File: config.mk
export PLATFORM = sky130hd
export DESIGN_NAME = dmem_pipe
export DESIGN_NICKNAME = d
export VERILOG_FILES = /design/src/rtl/dmem_pkg.sv /design/src/rtl/dmem_array.sv /design/src/rtl/dmem_pipe.sv
export SDC_FILE = /design/constraint.sdc
export NUM_CORES = 1
export LEC_CHECK = 0
export CAP_MARGIN = 15
export CORE_AREA = 2 2 198 200
export CTS_CLUSTER_DIAMETER = 40
export CTS_CLUSTER_SIZE = 16
export DETAILED_ROUTE_END_ITERATION = 8
export DIE_AREA = 0 0 200 202
export PLACE_DENSITY = 0.71
export SYNTH_ARGS = -nofsm -noshare
export SYNTH_HDL_FRONTEND = slang
export SYNTH_SLANG_ARGS = --single-unit
File: constraint.sdc
create_clock -name clk -period 3.5 [get_ports clk]
set_input_delay 0.35 -clock clk [delete_from_list [all_inputs] [get_ports clk]]
set_output_delay 0.35 -clock clk [all_outputs]
set_load 0.03 [all_outputs]
File: src/rtl/dmem_pkg.sv
// Shared declarations for the dmem_pipe block.
//   state_t    : controller states (INIT clears the array, RUN serves requests)
//   lane_count : number of byte lanes in a data word of the given width
package dmem_pkg;

  typedef enum logic {
    INIT = 1'b0,
    RUN  = 1'b1
  } state_t;

  // Lane count is DWIDTH/8; a function because DWIDTH is a per-instance parameter.
  function automatic int lane_count(input int dwidth);
    return dwidth / 8;
  endfunction

endpackage

File: src/rtl/dmem_array.sv
// Word-addressed storage, DEPTH x DWIDTH, with a byte-lane synchronous write
// port and a registered read port.
// Ports:
//   clk          : clock
//   we/widx      : write enable and word index
//   wbe/wdata    : per-lane write enables and write data
//   re/ridx      : read enable and word index; rdata loads on the next edge
//   rclr         : clears the read register (takes priority over re)
//   rdata        : registered read data, held while neither re nor rclr
module dmem_array
  import dmem_pkg::*;
#(
  parameter int  DWIDTH = 8,
  parameter int  IWIDTH = 6,
  parameter int  DEPTH  = 64,
  localparam int LANES  = lane_count(DWIDTH)
) (
  input  logic              clk,
  input  logic              we,
  input  logic [IWIDTH-1:0] widx,
  input  logic [LANES-1:0]  wbe,
  input  logic [DWIDTH-1:0] wdata,
  input  logic              re,
  input  logic [IWIDTH-1:0] ridx,
  input  logic              rclr,
  output logic [DWIDTH-1:0] rdata
);

  logic [DWIDTH-1:0] mem [DEPTH];

  // NOTE: the storage array has no reset; the controller clears it word by
  // word during INIT, which keeps this a plain RAM for synthesis.
  always_ff @(posedge clk) begin
    if (we) begin
      for (int l = 0; l < LANES; l++) begin
        if (wbe[l]) mem[widx][l*8 +: 8] <= wdata[l*8 +: 8];
      end
    end
  end

  always_ff @(posedge clk) begin
    if (rclr)    rdata <= '0;
    else if (re) rdata <= mem[ridx];
  end

endmodule

File: src/rtl/dmem_pipe.sv
// Pipelined data memory with a power-on clearing phase.
// After reset the controller spends DEPTH cycles in INIT writing zero to every
// word, then enters RUN and accepts one request per cycle. Reads answer one
// cycle after acceptance; out-of-range reads answer with data 0 and an error
// flag; out-of-range writes are dropped.
// Ports:
//   clk, reset                 : clock, synchronous active-high reset
//   req_valid/req_ready        : request handshake (ready only in RUN)
//   req_we, req_addr           : write/read select, byte address
//   req_be, req_wdata          : byte-lane enables and write data
//   rsp_valid                  : one-cycle pulse per accepted read
//   rsp_rdata, rsp_err         : registered read data and out-of-range flag
module dmem_pipe
  import dmem_pkg::*;
#(
  parameter int  DWIDTH = 8,
  parameter int  AWIDTH = 8,
  parameter int  WSHIFT = 2,
  parameter int  DEPTH  = 64,
  localparam int LANES  = lane_count(DWIDTH)
) (
  input  logic              clk,
  input  logic              reset,
  input  logic              req_valid,
  output logic              req_ready,
  input  logic              req_we,
  input  logic [AWIDTH-1:0] req_addr,
  input  logic [LANES-1:0]  req_be,
  input  logic [DWIDTH-1:0] req_wdata,
  output logic              rsp_valid,
  output logic [DWIDTH-1:0] rsp_rdata,
  output logic              rsp_err
);

  localparam int IWIDTH = AWIDTH - WSHIFT;

  state_t            state_q, state_d;
  logic [IWIDTH-1:0] cnt_q, cnt_d;
  logic [IWIDTH-1:0] idx;
  logic              in_range;
  logic              accept;
  logic              rd_hit;
  logic              rd_miss;

  logic              arr_we;
  logic [IWIDTH-1:0] arr_widx;
  logic [LANES-1:0]  arr_wbe;
  logic [DWIDTH-1:0] arr_wdata;

  logic              rsp_valid_q;
  logic              rsp_err_q;

  // Byte-offset bits below the word index carry no meaning for word storage.
  logic unused_offset;
  assign unused_offset = ^req_addr[WSHIFT-1:0];

  assign idx       = req_addr[AWIDTH-1:WSHIFT];
  assign in_range  = {1'b0, idx} < (IWIDTH+1)'(DEPTH);
  assign req_ready = (state_q == RUN);
  // A request arriving in a reset cycle must leave no trace.
  assign accept    = req_valid && req_ready && !reset;
  assign rd_hit    = accept && !req_we && in_range;
  assign rd_miss   = accept && !req_we && !in_range;

  // NOTE: state registers use non-blocking assignments so every register
  // samples the pre-edge values of the others.
  always_ff @(posedge clk) begin
    if (reset) begin
      state_q     <= INIT;
      cnt_q       <= '0;
      rsp_valid_q <= 1'b0;
      rsp_err_q   <= 1'b0;
    end else begin
      state_q     <= state_d;
      cnt_q       <= cnt_d;
      rsp_valid_q <= rd_hit || rd_miss;
      rsp_err_q   <= rd_miss;
    end
  end

  // NOTE: every output of this block gets a default first so no path leaves
  // a signal unassigned, which would otherwise infer a latch.
  always_comb begin
    state_d   = state_q;
    cnt_d     = cnt_q;
    arr_we    = 1'b0;
    arr_widx  = idx;
    arr_wbe   = req_be;
    arr_wdata = req_wdata;
    unique case (state_q)
      INIT: begin
        arr_we    = 1'b1;
        arr_widx  = cnt_q;
        arr_wbe   = '1;
        arr_wdata = '0;
        cnt_d     = cnt_q + IWIDTH'(1);
        if (cnt_q == IWIDTH'(DEPTH - 1)) begin
          state_d = RUN;
          cnt_d   = '0;
        end
      end
      RUN: begin
        arr_we = accept && req_we && in_range;
      end
      default: state_d = INIT;
    endcase
  end

  // The read register doubles as rsp_rdata: cleared on reset and on an
  // out-of-range read, loaded on an in-range read, held otherwise.
  dmem_array #(
    .DWIDTH(DWIDTH),
    .IWIDTH(IWIDTH),
    .DEPTH (DEPTH)
  ) u_array (
    .clk  (clk),
    .we   (arr_we),
    .widx (arr_widx),
    .wbe  (arr_wbe),
    .wdata(arr_wdata),
    .re   (rd_hit),
    .ridx (idx),
    .rclr (reset || rd_miss),
    .rdata(rsp_rdata)
  );

  assign rsp_valid = rsp_valid_q;
  assign rsp_err   = rsp_err_q;

endmodule
==> impl_metrics.json <==
{
  "p_per_area_nw_per_um2": 561.6,
  "drive_gt1_share_pct": 22.14,
  "gr-total-overflow": 0,
  "root_buffer": "clkbuf_16",
  "worstSetupPathType": "reg -> reg",
  "worstHoldPathType": "in -> reg",
  "track_usage_pct": 23.22,
  "cts_made_buffers": 57,
  "finalCritPeriodShare_pct": 78.36,
  "synthArstFlopShare_pct": 0,
  "syn-num-nets": 1149,
  "grt_start_max_net_pins": 65,
  "run_status": "completed",
  "dr_total_vias": 10790,
  "synth-warning-count": 0,
  "htree_levels": 2,
  "finalSetupTns_ns": 0,
  "synth_top_cell_area_share_pct": 73.82,
  "grt_pass1_wl_mm": 67.98,
  "peakVddDrop_v": 0.0004964,
  "area_delta_synth_final_pct": 15.06,
  "placed_cells": 1687,
  "postRouteWirelength_mm": 45.43,
  "wl_per_cell_um": 25.29,
  "dieArea_um2": 40400,
  "drv_cap": 0,
  "post-cts-setup-buffers": 0,
  "synthDistinctLibCells": 50,
  "syn_area_per_cell_um2": 18.48,
  "dp_hpwl_mm": 27.75,
  "synth-edff-count": 512,
  "grt_pass1_vias": 10800,
  "fin_ws_ns": 0.7575,
  "fin_cells": 1796,
  "clkTransAtPathRegs_ns": 0.06,
  "routed_via_density": 6.008,
  "syn_inst": 1127,
  "cts-resized-gates": 0,
  "slew_viol_final": 0,
  "die_w_um": 200,
  "rsz0062_at_grt": "false",
  "ys_seq_elements": 528,
  "synth_top_flop_cell": "edfxtp_1",
  "antennaDiodeCount": 0,
  "max_slew_margin_pct": 25.69,
  "start_util_pct": 54.40,
  "crit_slowest_cell": "nor2_1",
  "yosysTopAreaCell": "edfxtp_1",
  "clock_latency_ns": 0.62,
  "worst_pin_slew_ns": 1.087,
  "num_rows": 72,
  "drc": 0,
  "critPathMaxFanout": 31,
  "critPathRequiredTime_ns": 3.72,
  "mappedNetlistArea_um2": 20830,
  "finalClockSkew_ns": 0.03979,
  "cts-hold-fix-buffers": 0,
  "crit_chain": "buf_4, a21oi_1, a21boi_1, nand2_1, nor2_1",
  "hold_viol": 0,
  "fillers": 2670,
  "die_y_um": 202,
  "nNetsFinal": 1251,
  "cp-start-kind": "flip-flop",
  "core-area_um2": 38290,
  "ant_nets": 0,
  "drtIter0Drc": 880,
  "antenna_found_initial": 0,
  "yosysSeqAreaShare_pct": 75.36,
  "synth_top_cells_by_area": "edfxtp_1 74%, mux4_2 6.6%, mux2i_1 4.6%",
  "post-place-ws_ns": 0.3079,
  "max_freq_mhz": 364.6,
  "setup_viol": 0,
  "period_minus_slack_ns": 2.743,
  "portBuffers": 28,
  "numClockSinks": 528,
  "critPathArrivalTime_ns": 2.96,
  "worst_path_largest_cell_delay_ns": 0.77,
  "clk_path_buf_depth": 3,
  "gp_congestion": 0.9286,
  "p_leak_nw": 8.328,
  "cp-end-kind": "flip-flop",
  "tritoncts": "built",
  "firstDrtPassIters": 6,
  "pin_count": 32
}
==> synthesized netlist by cell type (2+ instances only) <==
cell and instances:
edfxtp_1 512, mux2i_1 96, nor2_1 77, mux4_2 61, a22oi_1 50, mux2_2 32, nor2b_1 28, inv_1 25
nand2_1 23, o22ai_1 22, buf_2 21, clkbuf_1 16, dfxtp_1 16, a211oi_1 15, a2111oi_0 14, a311oi_1 14
a21oi_1 11, and2_1 10, buf_4 10, nand3_1 8, buf_6 7, o31ai_1 7, nor4_1 6, o2bb2ai_1 6
buf_1 4, a221oi_1 3, nand2b_1 3, o21ai_0 3, xor2_1 3, nand4b_1 2, nor3_1 2, o211ai_1 2
==> final cells by class <==
| type | instances | area [um2] | area share, % |
|---|---|---|---|
| clock buffer | 61 | 1441 | 6.015 |
| timing repair buffer | 102 | 863.3 | 3.603 |
| inverter | 25 | 93.84 | 0.3916 |
| sequential | 528 | 15700 | 65.50 |
| tap | 518 | 648.1 | 2.705 |
| clock inverter | 47 | 510.5 | 2.130 |
| multi-input combinational | 515 | 4711 | 19.66 |
==> path summary, 6_finish.rpt <==
kind	slack [ns]	endpoint	startpoint	depth (start not counted)
min reg2reg	0.56	cnt_q[2]$_SDFFE_PP0N_	cnt_q[2]$_SDFFE_PP0N_	2
max	0.76	u_array.mem[58][1]$_DFFE_PP_	req_ready$_SDFF_PP0_	5
min	0.45	cnt_q[1]$_SDFFE_PP0N_	reset	2
max reg2reg	0.76	u_array.mem[58][1]$_DFFE_PP_	req_ready$_SDFF_PP0_	5
==> where the power goes <==
part	leakage [nW]	switching, mW	internal [mW]	total, mW
combinational	2.20	0.299	0.207	0.506
sequential	5.19	0.0115	6.86	6.87
clock	0.940	2.72	3.36	6.08
==> per-stage QoR <==
stage	hold WS [ns]	cell area [um2]	total power [mW]	util [%]
finish	0.4531	23960	13.46	62.59
global route	0.4948	23960	13.80	62.59
CTS	0.4389	23940	13.53	62.54
detailed placement	0.5444	21990	7.513	57.44
global placement	0.5234	21990	7.508	57.44
floorplan	0.4224	20830	7.347	-
==> layer usage <==
| layer | vias up | global-route usage [%] | part of all wire [%] |
|---|---|---|---|
| met5 | - | 1.852 | 0.21 |
| met2 | 426 | 35.69 | 47 |
| met3 | 85 | 5.306 | 8.2 |
| met4 | 2 | 7.619 | 2.8 |
| met1 | 5495 | 33.09 | 41 |
| li1 | 4783 | - | - |
==> worst max-delay path, delay by kind of cell, from the launching register on <==
kind | cells | cell delay [ns]
compound gates | 2 | 0.55
simple gates | 2 | 1.23
buf+inv | 1 | 0.23
flops | 1 | 0.31
==> registers in the layout, summed over array words and instances (netlist names) <==
signal and cells:
u_array.mem 512, req_ready 1, cnt_q 6, u_array.rdata 8, rsp_valid 1
==> cell families (layout without fill, tap and decap cells) <==
logic type | Yosys count | count (layout) | share of synthesized area, %
simple gates | 162 | 162 | 3.647
buf+inv | 84 | 235 | 2.079
xor+xnor | 4 | 4 | 0.1682
mux | 190 | 190 | 12.99
compound gates | 157 | 157 | 5.671
fa+ha+maj | 1 | 1 | 0.06007
other cells | 1 | 1 | 0.01801
flops | 528 | 528 | 75.36
==> placed cells by master (no fill, tap or decap), drive strengths merged, types with 2 or more instances in the layout <==
master and instances:
edfxtp 512, mux2i 96, nor2 77, buf 76, mux4 61, clkbuf 61
a22oi 50, inv 45, mux2 33, nor2b 28, clkdlybuf4s50 26, nand2 23
o22ai 22, clkinv 17, dfxtp 16, a211oi 15, a2111oi 15, a311oi 14
a21oi 11, and2 11, nand3 8, o31ai 7, clkinvlp 7, o2bb2ai 6
nor4 6, nand2b 3, a221oi 3, o21ai 3, xor2 3, bufinv 3
nand4b 2, nor3 2, o211ai 2
(Power assumes the default switching activity.)
